$ cat src/rtl/register_file_pkg.sv
// register_file shared types and default geometry.
// Defaults are also used by decode to size register indexes.
package register_file_pkg;

    // Clear-sweep sequencer states
    typedef enum logic {
        CLEAR = 1'b0,
        IDLE  = 1'b1
    } rf_state_e;

    localparam int RF_DATA_W = 8;
    localparam int RF_ADDR_W = 3;

endpackage

$ cat src/rtl/register_file_clear_seq.sv
// Clear-sweep sequencer: zeroes every entry after reset or on clr_req.
// Owns the FSM, the sweep counter and clr_busy.
module register_file_clear_seq
    import register_file_pkg::*;
#(
    parameter int ADDR_W = RF_ADDR_W
) (
    input  logic              clk,
    input  logic              rst_n,
    input  logic              clr_req,
    output logic              clr_busy,
    output logic              swp_we,
    output logic [ADDR_W-1:0] swp_idx
);

    localparam logic [ADDR_W-1:0] LAST_IDX = '1;

    rf_state_e         state_q, state_d;
    logic [ADDR_W-1:0] cnt_q, cnt_d;

    // State and sweep counter registers; reset starts a fresh sweep
    always_ff @(posedge clk or negedge rst_n) begin
        if (!rst_n) begin
            state_q <= CLEAR;
            cnt_q   <= '0;
        end else begin
            state_q <= state_d;
            cnt_q   <= cnt_d;
        end
    end

    // Next state: sweep one entry per cycle, re-arm from IDLE on clr_req
    always_comb begin
        state_d = state_q;
        cnt_d   = cnt_q;
        unique case (state_q)
            CLEAR: begin
                cnt_d = cnt_q + 1'b1;
                if (cnt_q == LAST_IDX) begin
                    state_d = IDLE;
                    cnt_d   = '0;
                end
            end
            IDLE: begin
                if (clr_req) begin
                    state_d = CLEAR;
                    cnt_d   = '0;
                end
            end
            default: begin
                state_d = CLEAR;
                cnt_d   = '0;
            end
        endcase
    end

    assign clr_busy = (state_q == CLEAR);
    assign swp_we   = clr_busy;
    assign swp_idx  = cnt_q;

endmodule

$ cat src/rtl/register_file.sv
// Two-read / one-write register file with hardware clear sweep.
// Define REGISTER_FILE_BYPASS_EN for write-first collisions (default read-first).
module register_file
    import register_file_pkg::*;
#(
    parameter int DATA_W   = RF_DATA_W,
    parameter int ADDR_W   = RF_ADDR_W,
    parameter bit ZERO_REG = 1'b0
) (
    input  logic              clk,
    input  logic              rst_n,
    input  logic [ADDR_W-1:0] ri_a,
    input  logic [ADDR_W-1:0] ri_b,
    input  logic              re,
    input  logic [ADDR_W-1:0] ri_d,
    input  logic              we,
    input  logic [DATA_W-1:0] d,
    input  logic              clr_req,
    output logic [DATA_W-1:0] a,
    output logic [DATA_W-1:0] b,
    output logic              clr_busy
);

    localparam int REG_COUNT = 1 << ADDR_W;

    logic [DATA_W-1:0] bank_q [REG_COUNT];
    logic [DATA_W-1:0] a_q, a_d;
    logic [DATA_W-1:0] b_q, b_d;
    logic              swp_we;
    logic [ADDR_W-1:0] swp_idx;
    logic              usr_we;

    register_file_clear_seq #(
        .ADDR_W (ADDR_W)
    ) u_clear_seq (
        .clk      (clk),
        .rst_n    (rst_n),
        .clr_req  (clr_req),
        .clr_busy (clr_busy),
        .swp_we   (swp_we),
        .swp_idx  (swp_idx)
    );

    // Writes to r0 are dropped when it is hardwired to zero
    assign usr_we = we && !clr_busy && !(ZERO_REG && (ri_d == '0));

    // Storage: sweep has priority and locks out the user write port
    always_ff @(posedge clk) begin
        if (swp_we) begin
            bank_q[swp_idx] <= '0;
        end else if (usr_we) begin
            bank_q[ri_d] <= d;
        end
    end

    // Read data selection: optional bypass, zero register, zero during sweep
    always_comb begin
        a_d = bank_q[ri_a];
        b_d = bank_q[ri_b];
`ifdef REGISTER_FILE_BYPASS_EN
        if (we && !clr_busy) begin
            if (ri_a == ri_d) a_d = d;
            if (ri_b == ri_d) b_d = d;
        end
`endif
        if (ZERO_REG && (ri_a == '0)) a_d = '0;
        if (ZERO_REG && (ri_b == '0)) b_d = '0;
        if (clr_busy) begin
            a_d = '0;
            b_d = '0;
        end
    end

    // Registered read ports, updated only on re
    always_ff @(posedge clk or negedge rst_n) begin
        if (!rst_n) begin
            a_q <= '0;
            b_q <= '0;
        end else if (re) begin
            a_q <= a_d;
            b_q <= b_d;
        end
    end

    assign a = a_q;
    assign b = b_q;

endmodule

$ cat config.mk
export PLATFORM = sky130hd
export DESIGN_NAME = register_file
export DESIGN_NICKNAME = d
export VERILOG_FILES = /design/src/rtl/register_file_pkg.sv /design/src/rtl/register_file_clear_seq.sv /design/src/rtl/register_file.sv
export SDC_FILE = /design/constraint.sdc
export NUM_CORES = 1
export LEC_CHECK = 0
export CELL_PAD_IN_SITES_DETAIL_PLACEMENT = 0
export CELL_PAD_IN_SITES_GLOBAL_PLACEMENT = 1
export CORE_UTILIZATION = 45
export CTS_BUF_LIST = sky130_fd_sc_hd__clkbuf_4 sky130_fd_sc_hd__clkbuf_8
export DETAILED_ROUTE_END_ITERATION = 8
export PLACE_DENSITY = 0.77
export SETUP_SLACK_MARGIN = 0.1
export SLEW_MARGIN = 20
export SYNTH_ARGS = -nofsm -noshare
export SYNTH_HDL_FRONTEND = slang
export SYNTH_SLANG_ARGS = --single-unit
$ cat constraint.sdc
create_clock -name clk -period 1.7 [get_ports clk]
set_input_delay 0.51 -clock clk [delete_from_list [all_inputs] [get_ports clk]]
set_output_delay 0.51 -clock clk [all_outputs]
set_load 0.02 [all_outputs]
==> run summary, run 1 <==
outcome = complete, no violations
CP top delay family = compound AO/OA/AOI/OAI gates
Seq/Total Area, Yosys = 0.609
antenna violations before repair = 0
ANT cells = 0
nets = 363
worst hold margin = 490 ps
final wirelength = 9.03 mm
first drt pass iteration count = 4
CTS sink count = 84
post-route minimum period = 1590 ps
synthesis-to-finish area growth = 27.3%
die area = 0.00922 sq mm
pin count of the biggest net entering global routing = 21
Longest Clk Path Bufs = 2
H-tree depth = 3
Core Region = 0.00838 sq mm
Slew @ Worst Pin = 492 ps
maximum clock frequency = 0.628 GHz
most used cell, CP = buf_4
# rows = 33
Critical Path Source Type = input port
Critical Path Slowest Stage Cell = a2111oi_1
Vias = 2563
GPL Wtd Cong = 0.783
clk slew on worst S/H paths = 90 ps
vias in the first global route = 2557
Clock Latency Late Sink = 370 ps
Die W = 96.0 microns
Mapped Nets = 290
layout cells sized above 1 = 0.308
Rel. slew slack = 0.671
CP Max Fanout = 16
Hold Crit Depth = 2
synth warn = 0
CP Data Arrival Time = 1820 ps
Cell variety after synth = 33
max_cap viols = 0
Area after DPL = 0.00468 sq mm
GRT Util Overall = 0.215
Gate Count Post-Synth = 266
largest area contributor in the netlist = edfxtp_1
WP data required = 1930 ps
Worst Clk Skew = 14.5 ps
HPWL Detailed = 6.45 mm
ys async rst share = 0.238
number of synthesized flops with an enable pin = 64
IO Count = 39
Crit path largest cell delay = 500 ps
kind of critical path = input port to flip-flop
Iter 0 DRT Violations = 136
main flop type after synthesis = edfxtp_1
Hold Crit Class = flip-flop to flip-flop
area fraction of the dominant cell type after synthesis = 0.483
Mean Syn Cell Area = 15.0 sq um
critical path capture point type = flip-flop
Via-to-Cell Ratio = 5.71
period utilization = 0.937
Overflow after GRT = 0
Worst Path Buf+Inv = 3
final count of negative-setup-slack endpoints = 0
total stage count of the critical path = 6
RSZ-0062 raised after global routing = yes
DRT antenna net count = 0
Residual DRC = 0
critical path, cell by cell = dlygate4sd2_1, buf_4, buf_4, nor2b_1, a2111oi_1, o41ai_2
Reg2Reg Depth = 5
Slew Limit Fails = 0
Util after Layout = 0.604
Area contributors post-synth = edfxtp_1, dfrtp_1, mux4_1, mux2_2, nor2b_1
first-pass GRT wire length = 13.8 mm
Num CTS Buffers = 9
Root Buffer Master = clkbuf_8
cts hold-fix bufs = 0
power per cell area = 1400 mW/mm^2
CTS tree = done
Die H = 96.0 microns
final hold violations = 0
most common cell after layout, fill and taps aside = edfxtp_1
most frequent cells in the layout = edfxtp_1, buf_4, dfrtp_1
IO buf count = 38
Syn Std Cell Area = 0.00398 sq mm
fin area = 0.00506 sq mm
Yosys reg bits = 84
Initial Utilization = 0.475
VDD IR-drop max = 0.815 mV
WL/cell = 20.1 microns
Static Leak = 0.00196 uW
==> power breakdown <==
part / internal [uW] / switching [uW]
registers: 2930 / 312
logic: 1050 / 1200
clock network: 834 / 738
==> cells in the mapped netlist (6+ instances only) <==
cell / number
dfrtp_1: 20
nor2b_1: 17
inv_1: 11
nand2_1: 6
and2b_1: 6
mux2_2: 18
o41ai_1: 7
and3_1: 8
mux4_1: 13
clkbuf_1: 7
a2111oi_0: 7
nor2_1: 18
o22ai_1: 8
a211oi_1: 7
o32ai_1: 9
edfxtp_1: 64
nand2b_1: 9
==> worst reg2reg max path, stage by stage (launching register included) <==
cell	delay, ps
dfrtp_2	450
buf_4	200
nor3_2	180
a21oi_1	90
nor2_1	150
buf_6	180
==> state kept, by name (all words and copies together) (netlist names) <==
name / count
bank_q: 64
u_clear_seq.state_q: 1
a: 8
u_clear_seq.swp_idx: 3
b: 8
==> cell families after synthesis <==
family	count (synthesis)	synth area share
AOI/OAI and AO/OA	46	0.0918
adders and majority gates	2	0.00629
buffers and inverters	29	0.0374
DFF	84	0.609
muxes	37	0.161
and+or+nand+nor	68	0.0946
==> worst paths after layout <==
path | start | endpoint | slack [ps]
setup reg to reg | u_clear_seq.state_q | bank_q[4][3] | 160
hold reg to reg | a[5] | a[5] | 490
hold / removal | a[5] | a[5] | 490
min in group asynchronous | rst_n | b[3] | 500
setup / recovery | ri_a[0] | a[0] | 110
max in group asynchronous | rst_n | u_clear_seq.state_q | 940
==> routing by layer <==
metal | part of all wire | global-route usage | up-vias
met5 | 0 | 0 | -
met4 | 0.035 | 0.103 | 0
met3 | 0.031 | 0.0442 | 21
met2 | 0.52 | 0.381 | 64
met1 | 0.41 | 0.248 | 1271
li1 | - | - | 1207
==> through the flow <==
step	setup TNS (ps)	instances	power (uW)	worst slack, ps
2_1_floorplan	-976	266	4390	-30.5
3_3_place_gp	-33000	429	5300	-483
3_5_place_dp	-36940	429	5380	-502
4_1_cts	0	448	6910	103
5_1_grt	0	449	7420	49.3
6_report	0	449	7070	108
==> cell type report <==
type                       count  area, sq um
fill                         647         3320
sequential                    84         2420
multi-input combinational    153         1520
timing repair buffer          80          732
tap                          105          131
clock buffer                   9          124
clock inverter                 7         97.6
inverter                      11         41.3
==> repair_timing <==
action / in CTS / in global routing
resized for setup: 35 / 46
endpoints found under the setup margin: 97 / 80
setup buffers: 3 / 1
pin swaps: 2 / 5
No activity file was read; power rests on OpenSTA's default activity.
==> run 2: changes to the inputs <==
--- a/config.mk
+++ b/config.mk
@@ -9,9 +9,10 @@
 export CELL_PAD_IN_SITES_GLOBAL_PLACEMENT = 1
 export CORE_UTILIZATION = 45
 export CTS_BUF_LIST = sky130_fd_sc_hd__clkbuf_4 sky130_fd_sc_hd__clkbuf_8
+export CTS_CLUSTER_SIZE = 16
 export DETAILED_ROUTE_END_ITERATION = 8
 export PLACE_DENSITY = 0.77
-export SETUP_SLACK_MARGIN = 0.1
+export SETUP_SLACK_MARGIN = 0.3
 export SLEW_MARGIN = 20
 export SYNTH_ARGS = -nofsm -noshare
 export SYNTH_HDL_FRONTEND = slang
==> run summary, run 2 (synthesized netlist as in run 1, its figures left out) <==
outcome = complete, no violations
Largest register FFs = 64 (unchanged)
Longest Clk Path Bufs = 2 (unchanged)
WP data required = 1760 ps (-170 ps)
RR Endpoint = bank_q[1][5]
HPWL Detailed = 6.88 mm (+6.7%)
clk slew on worst S/H paths = 90 ps (about the same)
most flop-heavy register = bank_q
Static Leak = 0.00226 uW (+15%)
antenna violations before repair = 0 (unchanged)
Clock Latency Late Sink = 350 ps (-20 ps)
Die W = 96.0 microns (unchanged)
IO buf count = 38 (unchanged)
GPL Wtd Cong = 0.838 (+7.0%)
layout cells sized above 1 = 0.520 (+0.212)
RSZ-0062 raised after global routing = yes
Slew @ Worst Pin = 418 ps (-73.6 ps)
maximum clock frequency = 0.627 GHz (-0.14%)
Residual DRC = 0 (unchanged)
final count of negative-setup-slack endpoints = 0 (unchanged)
Initial Utilization = 0.475 (unchanged)
post-route minimum period = 1590 ps (+2.24 ps)
Num CTS Buffers = 9 (unchanged)
Via-to-Cell Ratio = 5.85 (+2.4%)
Worst R2R Setup Slack = 110 ps (-50 ps)
kind of critical path = flip-flop to flip-flop
Die H = 96.0 microns (unchanged)
Rel. slew slack = 0.720 (+0.0482)
TNS Setup = 0 ps (unchanged)
Reg2Reg Depth = 5 (unchanged)
Worst Clk Skew = 14.4 ps (-0.0599 ps)
die area = 0.00922 sq mm (unchanged)
H-tree depth = 3 (unchanged)
Util after Layout = 0.693 (+0.0885)
Total Power = 8280 uW (+17%)
ANT cells = 0 (unchanged)
period utilization = 0.938 (+0.00131)
synthesis-to-finish area growth = 45.9%
final wirelength = 11.0 mm (+21%)
VDD IR-drop max = 0.891 mV (+9.3%)
GRT Util Overall = 0.250 (+0.0345)
Hold Crit Class = input port to async pin
final hold violations = 0 (unchanged)
IO Count = 39 (unchanged)
CP Data Arrival Time = 1660 ps (-160 ps)
most frequent cells in the layout = edfxtp_1, buf_4, buf_6
first-pass GRT wire length = 16.0 mm (+16%)
Iter 0 DRT Violations = 214 (+57%)
nets = 394 (+8.5%)
CTS tree = done
Slew Limit Fails = 0 (unchanged)
worst hold margin = 519 ps (+28.9 ps)
Reg2Reg Launch Point = u_clear_seq.state_q
CTS sink count = 84 (unchanged)
first drt pass iteration count = 4 (unchanged)
Root Buffer Master = clkbuf_8
CP Launch Point = u_clear_seq.state_q
max_cap viols = 0 (unchanged)
power per cell area = 1430 mW/mm^2 (+2.1%)
WL/cell = 22.8 microns (+13%)
Vias = 2806 (+9.5%)
CP Max Fanout = 8 (-8)
DRT antenna net count = 0 (unchanged)
Critical Path Source Type = flip-flop
# rows = 33 (unchanged)
critical path capture point type = flip-flop
vias in the first global route = 2808 (+9.8%)
Core Region = 0.00838 sq mm (unchanged)
pin count of the biggest net entering global routing = 31 (+48%)
Overflow after GRT = 0 (unchanged)
most common cell after layout, fill and taps aside = edfxtp_1
==> run 2: cell count changes in the layout (fill, tap and decap cells not counted), sizes merged <==
cell and delta:
bufbuf +1, clkdlybuf4s15 -13, clkbuf +1, dlymetal6s2s +1, dlygate4sd2 +1, clkinv +2, clkdlybuf4s50 -6, clkinvlp -1
inv -2, buf +47
==> run 2: layer usage <==
metal,part of all wire,global-route usage
met3,0.065,0.0340
met4,0.036,0.137
met5,0,0
met2,0.53,0.418
met1,0.37,0.314
==> run 2: layout make-up <==
cell class	instances	area, sq um
fillers	531	2570
flip-flops and latches	84	2420
multi-input cells	153	1770
repair buffers	111	1210
clock buffers	10	138
well taps	105	131
clock inverters	6	86.3
inverters	11	45.0
==> run 2: how the worst max path moves through the flow <==
stage | endpoint | slack [ps] | depth (start not counted)
6_report | bank_q[1][5] | 110 | 5
4_1_cts | bank_q[1][5] | 100 | 5
3_5_place_dp | bank_q[2][2] | -480 | 5
3_3_place_gp | bank_q[0][1] | -460 | 5
5_1_grt | bank_q[1][5] | 60 | 5
2_1_floorplan | b[4] | 160 | 5
==> run 2: stage by stage <==
step	cells	setup slack, ps	instance area, sq um
after floorplan	266	163	4200
after global placement	436	-461	4990
after detailed placement	436	-479	4990
after CTS	468	101	5500
after global routing	480	63.3	5810
final	480	106	5810
==> run 2: repair_timing <==
item | CTS | global route
buffers inserted | 12 | 10
resized for setup | 129 | 44
hold buffers | 0 | 0
setup endpoints to repair | 161 | 93
pin swaps | 8 | 9
gates cloned | 4 | 2
==> run 2: power by group <==
group	internal (uW)	switching, uW
Combinational	1780	1570
Clock	868	711
Sequential	2940	408
==> run 2: critical path: stages (launching register included) <==
cell,delay [ps]
dfrtp_2,460
buf_6,160
nand2_8,60
mux2_4,360
nor2_4,120
buf_12,140
==> run 3: changes to the inputs <==
--- a/config.mk
+++ b/config.mk
@@ -5,6 +5,7 @@
 export SDC_FILE = /design/constraint.sdc
 export NUM_CORES = 1
 export LEC_CHECK = 0
+export CAP_MARGIN = 40
 export CELL_PAD_IN_SITES_DETAIL_PLACEMENT = 0
 export CELL_PAD_IN_SITES_GLOBAL_PLACEMENT = 1
 export CORE_UTILIZATION = 45
@@ -16,4 +17,5 @@
 export SLEW_MARGIN = 20
 export SYNTH_ARGS = -nofsm -noshare
 export SYNTH_HDL_FRONTEND = slang
+export SYNTH_HIERARCHICAL = 1
 export SYNTH_SLANG_ARGS = --single-unit
==> run summary, run 3 <==
outcome = finished with violations
failing checks = setup timing
Critical Path Slowest Stage Cell = dfrtp_1
nets = 397 (+0.76%)
layout cells sized above 1 = 0.595 (+0.0752)
pin count of the biggest net entering global routing = 21 (-32%)
count leader, synth = edfxtp_1
final hold violations = 0 (unchanged)
most common cell after layout, fill and taps aside = edfxtp_1
Residual DRC = 0 (unchanged)
main flop type after synthesis = edfxtp_1
antenna violations before repair = 0 (unchanged)
WP data required = 1770 ps (about the same)
WL/cell = 21.9 microns (-4.0%)
most frequent cells in the layout = edfxtp_1, buf_4, buf_6
Longest Clk Path Bufs = 2 (unchanged)
CP Max Fanout = 10 (+2)
CP Data Arrival Time = 1840 ps (+180 ps)
first drt pass iteration count = 5 (+1)
Slew Limit Fails = 0 (unchanged)
vias in the first global route = 2820 (+0.43%)
clk slew on worst S/H paths = 90 ps (about the same)
die area = 0.00920 sq mm (-0.22%)
fin cells = 483 (+0.63%)
VDD IR-drop max = 0.945 mV (+6.1%)
Routed met3 length = 640 microns (-9.9%)
Overflow after GRT = 0 (unchanged)
RR Endpoint = bank_q[5][0]
Worst Clk Skew = 12.6 ps (-1.83 ps)
Vias = 2777 (-1.0%)
max_cap viols = 0 (unchanged)
ys async rst share = 0.238 (unchanged)
Reg2Reg Launch Point = u_clear_seq/state_q
DRT antenna net count = 0 (unchanged)
IO buf count = 38 (unchanged)
fin area = 0.00586 sq mm (+0.99%)
post-route minimum period = 1770 ps (+178 ps)
first-pass GRT wire length = 16.2 mm (+1.4%)
Rel. slew slack = 0.680 (-0.0397)
most flop-heavy register = bank_q
most used cell, CP = buf_4
Slew @ Worst Pin = 480 ps (+62.1 ps)
met2 routed wirelength = 5.22 mm (-9.6%)
pre-CTS WS = -644 ps (-165 ps)
Die W = 95.9 microns (-0.11%)
Mean Syn Cell Area = 15.0 sq um (+0.54%)
Area contributors post-synth = edfxtp_1, dfrtp_1, mux2_2, mux4_2, mux4_1
Gate Count Post-Synth = 264 (-0.75%)
ANT cells = 0 (unchanged)
Initial Utilization = 0.474 (-0.00104)
GRT Util Overall = 0.251 (+0.00142)
Static Leak = 0.00224 uW (-0.63%)
critical path capture point type = flip-flop
PnR worst setup slack = -72.3 ps (-178 ps)
critical path, cell by cell = inv_4, buf_4, nor4bb_4, a21oi_4, buf_4, nor2_4, buf_12
period utilization = 1.04 (+0.105)
Core Region = 0.00838 sq mm (unchanged)
placed insts = 435 (-0.23%)
CTS tree = done
Via-to-Cell Ratio = 5.75 (-1.6%)
Mapped Nets = 288 (-0.69%)
Largest register FFs = 64 (unchanged)
Die H = 95.9 microns (-0.11%)
kind of critical path = flip-flop to flip-flop
Yosys reg bits = 84 (unchanged)
final count of negative-setup-slack endpoints = 40 (+40)
commonest cells in the netlist = edfxtp_1, mux2_2, nor2_1
Iter 0 DRT Violations = 191 (-11%)
CTS sink count = 84 (unchanged)
# rows = 33 (unchanged)
Seq/Total Area, Yosys = 0.610 (+0.00134)
Clock Latency Late Sink = 360 ps (about the same)
IO Count = 39 (unchanged)
synth warn = 6 (+6)
Crit path largest cell delay = 400 ps (-60 ps)
Reg2Reg Depth = 7 (+2)
Syn Std Cell Area = 0.00397 sq mm (-0.22%)
metal1 wirelength = 4.30 mm (+5.5%)
Hold Crit Class = input port to async pin
GPL Wtd Cong = 0.799 (-4.7%)
maximum clock frequency = 0.564 GHz (-10%)
RSZ-0062 raised after global routing = yes
Root Buffer Master = clkbuf_8
Worst R2R Setup Slack = -70 ps (-180 ps)
HPWL Detailed = 6.79 mm (-1.3%)
largest area contributor in the netlist = edfxtp_1
Cell variety after synth = 34 (+3.0%)
power per cell area = 1330 mW/mm^2 (-6.9%)
H-tree depth = 3 (unchanged)
final wirelength = 10.6 mm (-3.4%)
Max Used Layer = met4
Area after DPL = 0.00483 sq mm (-3.1%)
area fraction of the dominant cell type after synthesis = 0.484 (+0.00106)
synthesis-to-finish area growth = 47.7%
Critical Path Source Type = flip-flop
Num CTS Buffers = 9 (unchanged)
number of synthesized flops with an enable pin = 64 (unchanged)
[run 3: worst max-delay path by stage]
stage	start	endpoint	slack [ps]	depth (start not counted)
2_1_floorplan	u_clear_seq/state_q	bank_q[7][0]	-30	5
3_3_place_gp	we	bank_q[0][3]	-600	5
3_5_place_dp	we	bank_q[0][4]	-640	5
4_1_cts	u_clear_seq/state_q	bank_q[7][0]	-20	6
5_1_grt	u_clear_seq/state_q	bank_q[7][1]	-160	6
6_report	u_clear_seq/state_q	bank_q[5][0]	-70	7
[run 3: kinds of logic after synthesis]
kind of cell / count (synthesis) / synth area share
muxes: 45 / 0.179
adders and majority gates: 2 / 0.00630
buffers and inverters: 29 / 0.0378
AOI/OAI and AO/OA: 41 / 0.0800
DFF: 84 / 0.610
and+or+nand+nor: 63 / 0.0873
[run 3: repair_timing]
action                                  in CTS  in global routing
hold endpoints to repair                     0                  0
cloned                                       4                  0
hold buffers                                 0                  0
pin swaps                                    9                  5
endpoints found under the setup margin     161                161
gates resized for setup                    191                 39
buffers inserted                            20                  8
[run 3: worst max-delay path, delay by kind of cell, from the launching register on]
family	cells	cell delay (ps)
AOI/OAI and AO/OA	1	100
buffers and inverters	4	540
DFF	1	400
and+or+nand+nor	2	470
[run 3: report_power, final]
group	total, uW	internal, uW	leakage [uW]	switching (uW)
Sequential	3250	2880	0.000873	374
Clock	1320	558	0.0000867	758
Combinational	3220	1710	0.00128	1510
Total	7790	5140	0.00224	2650
[run 3: final cells by class]
| type | count | area, sq um |
|---|---|---|
| inverter | 14 | 55.1 |
| clock inverter | 6 | 46.3 |
| tap | 105 | 131 |
| multi-input combinational | 151 | 1880 |
| sequential | 84 | 2420 |
| timing repair buffer | 113 | 1200 |
| fill | 536 | 2520 |
| clock buffer | 10 | 131 |
[run 3: per-stage QoR]
step / util / setup TNS, ps / power, uW / hold slack [ps]
2_1_floorplan: - / -738 / 4510 / 214
3_3_place_gp: 0.577 / -63120 / 5330 / 477
3_5_place_dp: 0.577 / -66520 / 5400 / 483
4_1_cts: 0.670 / -63.1 / 7450 / 523
5_1_grt: 0.700 / -5920 / 8120 / 564
6_report: 0.700 / -1950 / 7790 / 505
[run 3: routing by layer]
metal  up-vias  GRT usage
met5         -          0
met4         0      0.131
met3        29     0.0371
met2       109      0.395
met1      1398      0.340
li1       1241          -
